==> src/rtl/rf_write_sequencer_pkg.sv <==
// Shared types and constants for the register-file write sequencer.
package rf_write_sequencer_pkg;

  localparam int unsigned RF_ADDR_W     = 5;
  localparam int unsigned RF_DATA_W     = 32;
  localparam logic [RF_ADDR_W-1:0] RF_ZERO_REG = '0;
  localparam int unsigned RF_WSEQ_DEPTH = 4;

  typedef struct packed {
    logic [RF_ADDR_W-1:0] rd;
    logic [RF_DATA_W-1:0] data;
  } entry_t;

endpackage

==> src/rtl/rf_write_sequencer_fifo.sv <==
// Dual-push, single-pop circular queue of writeback entries.
// Entries are exposed oldest-first (ages[0] is the head) with per-slot valid bits.
module wseq_fifo
  import rf_write_sequencer_pkg::*;
#(
  parameter int unsigned DEPTH = RF_WSEQ_DEPTH
) (
  input  logic                      clk,
  input  logic                      rst_n,
  input  logic                      push_a,
  input  entry_t                    entry_a,
  input  logic                      push_b,
  input  entry_t                    entry_b,
  input  logic                      pop,
  output logic [$clog2(DEPTH):0]    count,
  output entry_t [DEPTH-1:0]        ages,
  output logic [DEPTH-1:0]          age_valid
);

  localparam int unsigned PTR_W = $clog2(DEPTH);
  localparam int unsigned CW    = PTR_W + 1;

  entry_t           mem [DEPTH];
  logic [PTR_W-1:0] head;
  logic [PTR_W-1:0] tail;
  logic             pop_eff;

  assign pop_eff = pop & (count != '0);

  // Entry a is the older one when both push; entry b lands after it.
  always_ff @(posedge clk) begin
    if (push_a) mem[tail] <= entry_a;
    if (push_b) mem[tail + PTR_W'(push_a)] <= entry_b;
  end

  always_ff @(posedge clk or negedge rst_n) begin
    if (!rst_n) begin
      head  <= '0;
      tail  <= '0;
      count <= '0;
    end else begin
      tail  <= tail + PTR_W'(push_a) + PTR_W'(push_b);
      if (pop_eff) head <= head + PTR_W'(1);
      count <= count + CW'(push_a) + CW'(push_b) - CW'(pop_eff);
    end
  end

  always_comb begin
    ages      = '0;
    age_valid = '0;
    for (int unsigned k = 0; k < DEPTH; k++) begin
      ages[k]      = mem[head + PTR_W'(k)];
      age_valid[k] = (CW'(k) < count);
    end
  end

endmodule

==> src/rtl/rf_write_sequencer.sv <==
// Write-port master for the 32x32 register file: queues ALU/load writebacks, drops r0.
// Optional pending-write forwarding is enabled by defining RF_WSEQ_FWD_EN.
module rf_write_sequencer
  import rf_write_sequencer_pkg::*;
#(
  parameter int unsigned DEPTH = RF_WSEQ_DEPTH
) (
  input  logic                 clk,
  input  logic                 rst_n,
  input  logic                 alu_valid,
  input  logic [RF_ADDR_W-1:0] alu_rd,
  input  logic [RF_DATA_W-1:0] alu_data,
  output logic                 alu_ready,
  input  logic                 mem_valid,
  input  logic [RF_ADDR_W-1:0] mem_rd,
  input  logic [RF_DATA_W-1:0] mem_data,
  output logic                 mem_ready,
  output logic [RF_ADDR_W-1:0] RW,
  output logic [RF_DATA_W-1:0] PW,
  output logic                 LE,
  output logic                 busy,
  input  logic [RF_ADDR_W-1:0] fwd_rs,
  output logic                 fwd_hit,
  output logic [RF_DATA_W-1:0] fwd_data
);

  localparam int unsigned CW = $clog2(DEPTH) + 1;

  logic [CW-1:0]      count;
  logic [CW-1:0]      free;
  entry_t [DEPTH-1:0] ages;
  logic [DEPTH-1:0]   age_valid;
  logic               push_mem;
  logic               push_alu;

  // Free space ignores this cycle's pop; the load path owns the last slot.
  assign free      = CW'(DEPTH) - count;
  assign mem_ready = (free >= CW'(1));
  assign alu_ready = (free >= CW'(2)) | ((free == CW'(1)) & ~mem_valid);

  assign push_mem = mem_valid & mem_ready & (mem_rd != RF_ZERO_REG);
  assign push_alu = alu_valid & alu_ready & (alu_rd != RF_ZERO_REG);

  wseq_fifo #(.DEPTH(DEPTH)) u_fifo (
    .clk       (clk),
    .rst_n     (rst_n),
    .push_a    (push_mem),
    .entry_a   ('{rd: mem_rd, data: mem_data}),
    .push_b    (push_alu),
    .entry_b   ('{rd: alu_rd, data: alu_data}),
    .pop       (busy),
    .count     (count),
    .ages      (ages),
    .age_valid (age_valid)
  );

  assign busy = (count != '0);
  assign LE   = busy;
  assign RW   = busy ? ages[0].rd   : '0;
  assign PW   = busy ? ages[0].data : '0;

`ifdef RF_WSEQ_FWD_EN
  // Scan oldest to youngest so the youngest match is left standing.
  always_comb begin
    fwd_hit  = 1'b0;
    fwd_data = '0;
    for (int unsigned k = 0; k < DEPTH; k++) begin
      if (age_valid[k] && (ages[k].rd == fwd_rs) && (fwd_rs != RF_ZERO_REG)) begin
        fwd_hit  = 1'b1;
        fwd_data = ages[k].data;
      end
    end
  end
`else
  logic unused_fwd;
  assign unused_fwd = ^{fwd_rs, ages, age_valid};
  assign fwd_hit    = 1'b0;
  assign fwd_data   = '0;
`endif

endmodule

==> config.mk <==
export PLATFORM = sky130hd
export DESIGN_NAME = rf_write_sequencer
export DESIGN_NICKNAME = d
export VERILOG_FILES = /design/src/rtl/rf_write_sequencer_pkg.sv /design/src/rtl/rf_write_sequencer_fifo.sv /design/src/rtl/rf_write_sequencer.sv
export SDC_FILE = /design/constraint.sdc
export NUM_CORES = 1
export LEC_CHECK = 0
export BUFFER_PORTS_ARGS = -buffer_cell sky130_fd_sc_hd__buf_2
export CAP_MARGIN = 40
export CORE_MARGIN = 8
export CORE_UTILIZATION = 45
export DETAILED_ROUTE_END_ITERATION = 10
export PLACE_DENSITY_LB_ADDON = 0.12
export SLEW_MARGIN = 0
export SYNTH_ARGS = -nofsm -noshare
export SYNTH_HDL_FRONTEND = slang
export SYNTH_HIERARCHICAL = 1
export SYNTH_SLANG_ARGS = --single-unit
export TNS_END_PERCENT = 30
==> constraint.sdc <==
create_clock -name clk -period 4.3 [get_ports clk]
set_clock_uncertainty 0.2 [all_clocks]
set_input_delay 0.43 -clock clk [delete_from_list [all_inputs] [get_ports clk]]
set_output_delay 0.43 -clock clk [all_outputs]
set_load 0.005 [all_outputs]
==> impl_metrics.ini, run 1 <==
[die]
fp.coreArea_um2 = 18500
rows = 50
die_height_um = 153
dieArea_um2 = 23300
ios = 157
die_w_um = 153
start_util = 0.453

[setup_path]
max_stage_delay_ns = 0.49
required_ns = 4.26
cp_num_buf_inv = 2
crit_top_cell = ha_1
critPathLaunchType = register
end_kind = register
critical-path-top-delay-family = adder cells
worstPathCellList = inv_1 > ha_1 > ha_2 > nand4b_1 > o311a_1 > ha_1 > xnor2_2 > and3b_2 > buf_4 > mux2_2
crit_slowest_cell = buf_4
timing.setup.critical_path_class = reg -> reg
path_max_fanout = 25
crit_arrival_ns = 3.64

[final_layout]
instances_no_fill = 858
drive_gt1_frac = 0.577
syn_to_final_growth_pct = 16.3
fill_cells = 1553
final_common_cell = edfxtp_1
layout_common_cells = 148 x edfxtp_1, 118 x buf_2, 110 x mux2_2
diodes = 0
nNetsFinal = 705

[timing]
worst_pin_slew_ns = 0.765
slew-limit-headroom = 0.490
fin_tns_setup_ns = 0
timing.final.crit_share = 0.855
finalSetupViolCount = 0
setup_ws_ns = 0.623
rsz0062_at_grt = no
maxSlewViolCount = 0
hold_viol = 0
post-route-min-period_ns = 3.68
fmax_mhz = 272

[yosys]
yosysWarnings = 6
synth_area_per_cell_um2 = 16.9
syn_inst = 497
syn_area_um2 = 8400

[global_routing]
gr-total-overflow = 0
antenna_found_initial = 4
grt_usage = 0.169
grt_pass1_wl_mm = 29.7
grt_pass1_vias = 5169
grt_max_degree = 38

[clock_network]
cts_tree = yes
insertion_delay_ns = 0.41
ctsResizeCount = 0
cts.htree.levels = 4
cts_buffers = 17
cts.sink_count = 155
cts_max_path_buffers = 2
post-cts-setup-buffers = 0
clk_pin_slew_ns = 0.06
hold_buffers = 1
root_buffer = clkbuf_16

[placed_design]
dp_cells = 826
dp_hpwl_mm = 12.4
routabilityCongestion = 0.703
portBuffers = 118
post-place-ws_ns = 0.620

[power_and_ir_drop]
peakVddDrop_v = 0.000387
powerDensity_nw_per_um2 = 821
leakagePower_nw = 3.65

[job]
drv_cap = 0

[detailed_routing]
wl_per_cell_um = 22.4
ant_nets = 0
viasPerCell = 5.31
routed_wl_mm = 19.2
dr.pass1.iters = 4
vias = 4555
drt_iter0_drc = 206
drc = 0

[status]
outcome = complete, no violations

[min_path]
hold_path_class = in -> reg
## through the flow
step	total power, mW	util	cell area [µm²]	hold slack [ns]
after detailed placement	6.59	0.494	9150	0.0689
final	8.02	0.528	9770	0.152
after global placement	6.41	0.490	9080	0.0670
after global routing	8.49	0.528	9770	0.137
after floorplan	5.29	-	8520	-0.0656
after CTS	8.16	0.528	9770	0.132
## layer usage
layer,up-vias,track usage,wire length [µm]
met1,2310,0.195,7900
met3,23,0.0579,1250
met4,8,0.0396,172
met5,-,0,45
met2,137,0.295,9860
li1,2077,-,-
## state kept, by name, summed over array words and instances (netlist names)
signal	flops
u_fifo/tail	2
u_fifo/count	3
u_fifo/head	2
u_fifo/mem	148
## path summary, 6_finish.rpt
path,from,end,slack (ns),depth (start not counted)
min in group asynchronous,rst_n,u_fifo/count[2],0.18,2
min,alu_data[27],u_fifo/mem[0][27],0.15,2
max reg2reg,u_fifo/count[0],u_fifo/mem[0][14],0.62,10
min reg2reg,u_fifo/count[0],u_fifo/count[0],0.43,1
max in group asynchronous,rst_n,u_fifo/head[0],3.56,2
max,u_fifo/count[0],u_fifo/mem[0][14],0.62,10
## area by class of cell
| class | count | area, µm² | area share |
|---|---|---|---|
| timing repair buffer | 137 | 826 | 0.0845 |
| inverter | 11 | 41.3 | 0.00423 |
| tap | 234 | 293 | 0.0300 |
| clock buffer | 19 | 433 | 0.0443 |
| sequential | 155 | 4620 | 0.473 |
| multi-input combinational | 290 | 3380 | 0.346 |
| clock inverter | 12 | 174 | 0.0178 |
## power by group
part	leakage [nW]	total [mW]	internal (mW)	switching [mW]
combinational	1.90	3.60	1.84	1.76
sequential	1.46	2.86	2.61	0.244
clock	0.288	1.56	0.966	0.591
## worst register-to-register path: stages, from the launching register on
cell      delay, ns
dfrtp_1        0.41
inv_1          0.10
ha_1           0.21
ha_2           0.32
nand4b_1       0.10
o311a_1        0.21
ha_1           0.26
xnor2_2        0.41
and3b_2        0.31
buf_4          0.49
mux2_2         0.41
Power figures use the tool's default switching activity.
==> run 2, diff against run 1 <==
Settings changed: REMOVE_ABC_BUFFERS set to 1.
==> run 2 against run 1 <==
Wire length is 3.5% lower; worst setup slack worse by 0.079 ns; first-iteration DRC count is 17% lower; hold slack worse by 0.0066 ns; design area is 0.40% lower; via count is 0.11% lower; clock-buffer cell count is 2 lower; clock power is 3% lower; critical path type unchanged; largest power group unchanged.
==> impl_metrics.ini, run 2 (synthesis results as in run 1) <==
[status]
outcome = complete, no violations

[final_layout]
drive_gt1_frac = 0.583
fill_cells = 1544
regArea_um2 = 4620
syn_to_final_growth_pct = 15.9
design_area_um2 = 9730
reg.largest.list = u_fifo/mem: 148 flops, u_fifo/count: 3 flops
largest_reg_flops = 148
final_common_cell = edfxtp_1
diodes = 0
regMostFlops = u_fifo/mem
final_util = 0.525
nNetsFinal = 708
instances_no_fill = 862
multi_input_area_um2 = 3380
layout_common_cells = 148 x edfxtp_1, 118 x buf_2, 110 x mux2_2

[setup_path]
cp-startpoint = u_fifo/count[0]
r2r_start = u_fifo/count[0]
ff2ff_path_depth = 10
critPathLaunchType = register
timing.setup.critical_path_class = reg -> reg
required_ns = 4.27
end_kind = register
critPathCapture = u_fifo/mem[1][8]
r2r-end = u_fifo/mem[1][8]
reg2reg_slack_ns = 0.54
crit_arrival_ns = 3.73
path_max_fanout = 17

[placed_design]
post-place-ws_ns = 0.512
dp_hpwl_mm = 12.2
portBuffers = 118
dpl-instance-area_um2 = 9120
routabilityCongestion = 0.756
dp_cells = 829

[detailed_routing]
drt_iter0_drc = 171
wl_per_cell_um = 21.5
vias = 4550
drc = 0
routed_wl_mm = 18.6
viasPerCell = 5.28
dr.pass1.iters = 4
ant_nets = 0

[timing]
slew-limit-headroom = 0.580
post-route-min-period_ns = 3.76
setup_ws_ns = 0.544
hold_ws_ns = 0.146
fin_tns_setup_ns = 0
finalSetupViolCount = 0
hold_viol = 0
timing.final.crit_share = 0.874
worst_pin_slew_ns = 0.629
fmax_mhz = 266
maxSlewViolCount = 0
rsz0062_at_grt = no

[die]
rows = 50
die_height_um = 153
die_w_um = 153
start_util = 0.453
fp.coreArea_um2 = 18500
ios = 157
dieArea_um2 = 23300

[clock_network]
root_buffer = clkbuf_16
post-cts-setup-buffers = 0
cts_tree = yes
cts_max_path_buffers = 2
clk_pin_slew_ns = 0.06
insertion_delay_ns = 0.42
hold_buffers = 1
cts_buffers = 17
cts.sink_count = 155
ctsResizeCount = 0
cts.htree.levels = 4

[global_routing]
antenna_found_initial = 1
grt_usage = 0.164
grt_pass1_wl_mm = 28.9
gr-total-overflow = 0
grt_max_degree = 38
grt_pass1_vias = 5147

[power_and_ir_drop]
p_int_mw = 5.32
powerDensity_nw_per_um2 = 810
combPwrFrac = 0.447
peakVddDrop_v = 0.000365
power_frac_clock = 0.192
power.switching_mw = 2.56
leakagePower_nw = 3.64
power_mw = 7.88
switching_share = 0.325
pwr-share-seq = 0.361

[min_path]
min-delay-start = alu_data[7]
min_path_cells = 2
hold_path_class = in -> reg

[job]
drv_cap = 0
==> run 2: cell types whose count changed in the layout (fill, tap and decap cells not counted) <==
cell | before | now
buf_4 | 12 | 18
clkinvlp_4 | 2 | 4
clkinv_4 | 3 | 1
inv_6 | 0 | 3
bufinv_16 | 4 | 3
clkbuf_1 | 2 | 0
buf_16 | 2 | 0
buf_12 | 4 | 3
clkinv_2 | 1 | 2
==> run 2: final cells by class <==
cell class | instances | area share
sequential | 155 | 0.475
multi-input combinational | 290 | 0.347
timing repair buffer | 140 | 0.0818
clock buffer | 17 | 0.0437
tap | 234 | 0.0301
clock inverter | 15 | 0.0177
inverter | 11 | 0.00424
==> run 2: how the worst min path moves through the flow <==
stage	to
3_5_place_dp	u_fifo/count[2]
6_report	u_fifo/mem[1][7]
4_1_cts	u_fifo/mem[1][20]
3_3_place_gp	u_fifo/count[2]
2_1_floorplan	u_fifo/count[0]
5_1_grt	u_fifo/mem[3][20]
==> run 2: power groups by stage <==
stage	clock network, mW	registers, mW	logic, mW
2_1_floorplan	0	2.90	2.20
3_3_place_gp	0	2.90	3.50
3_5_place_dp	0	2.89	3.60
4_1_cts	1.55	2.86	3.62
5_1_grt	1.61	2.92	3.82
6_report	1.51	2.85	3.52
==> run 2: worst max-delay path, cell delays in order, from the launching register on <==
cell	delay (ns)
dfrtp_1	0.42
inv_1	0.11
ha_1	0.21
ha_2	0.33
nand4b_1	0.14
o311a_1	0.24
ha_1	0.27
xnor2_2	0.39
and3_4	0.49
buf_4	0.34
mux2_2	0.37
==> run 2: layer usage <==
layer / part of all wire / up-vias / routed length [µm] / track usage
li1: - / 2087 / - / -
met4: 0.015 / 2 / 278 / 0.0476
met1: 0.41 / 2318 / 7560 / 0.182
met5: 0.00043 / - / 8 / 0
met3: 0.055 / 24 / 1030 / 0.0576
met2: 0.52 / 119 / 9680 / 0.292
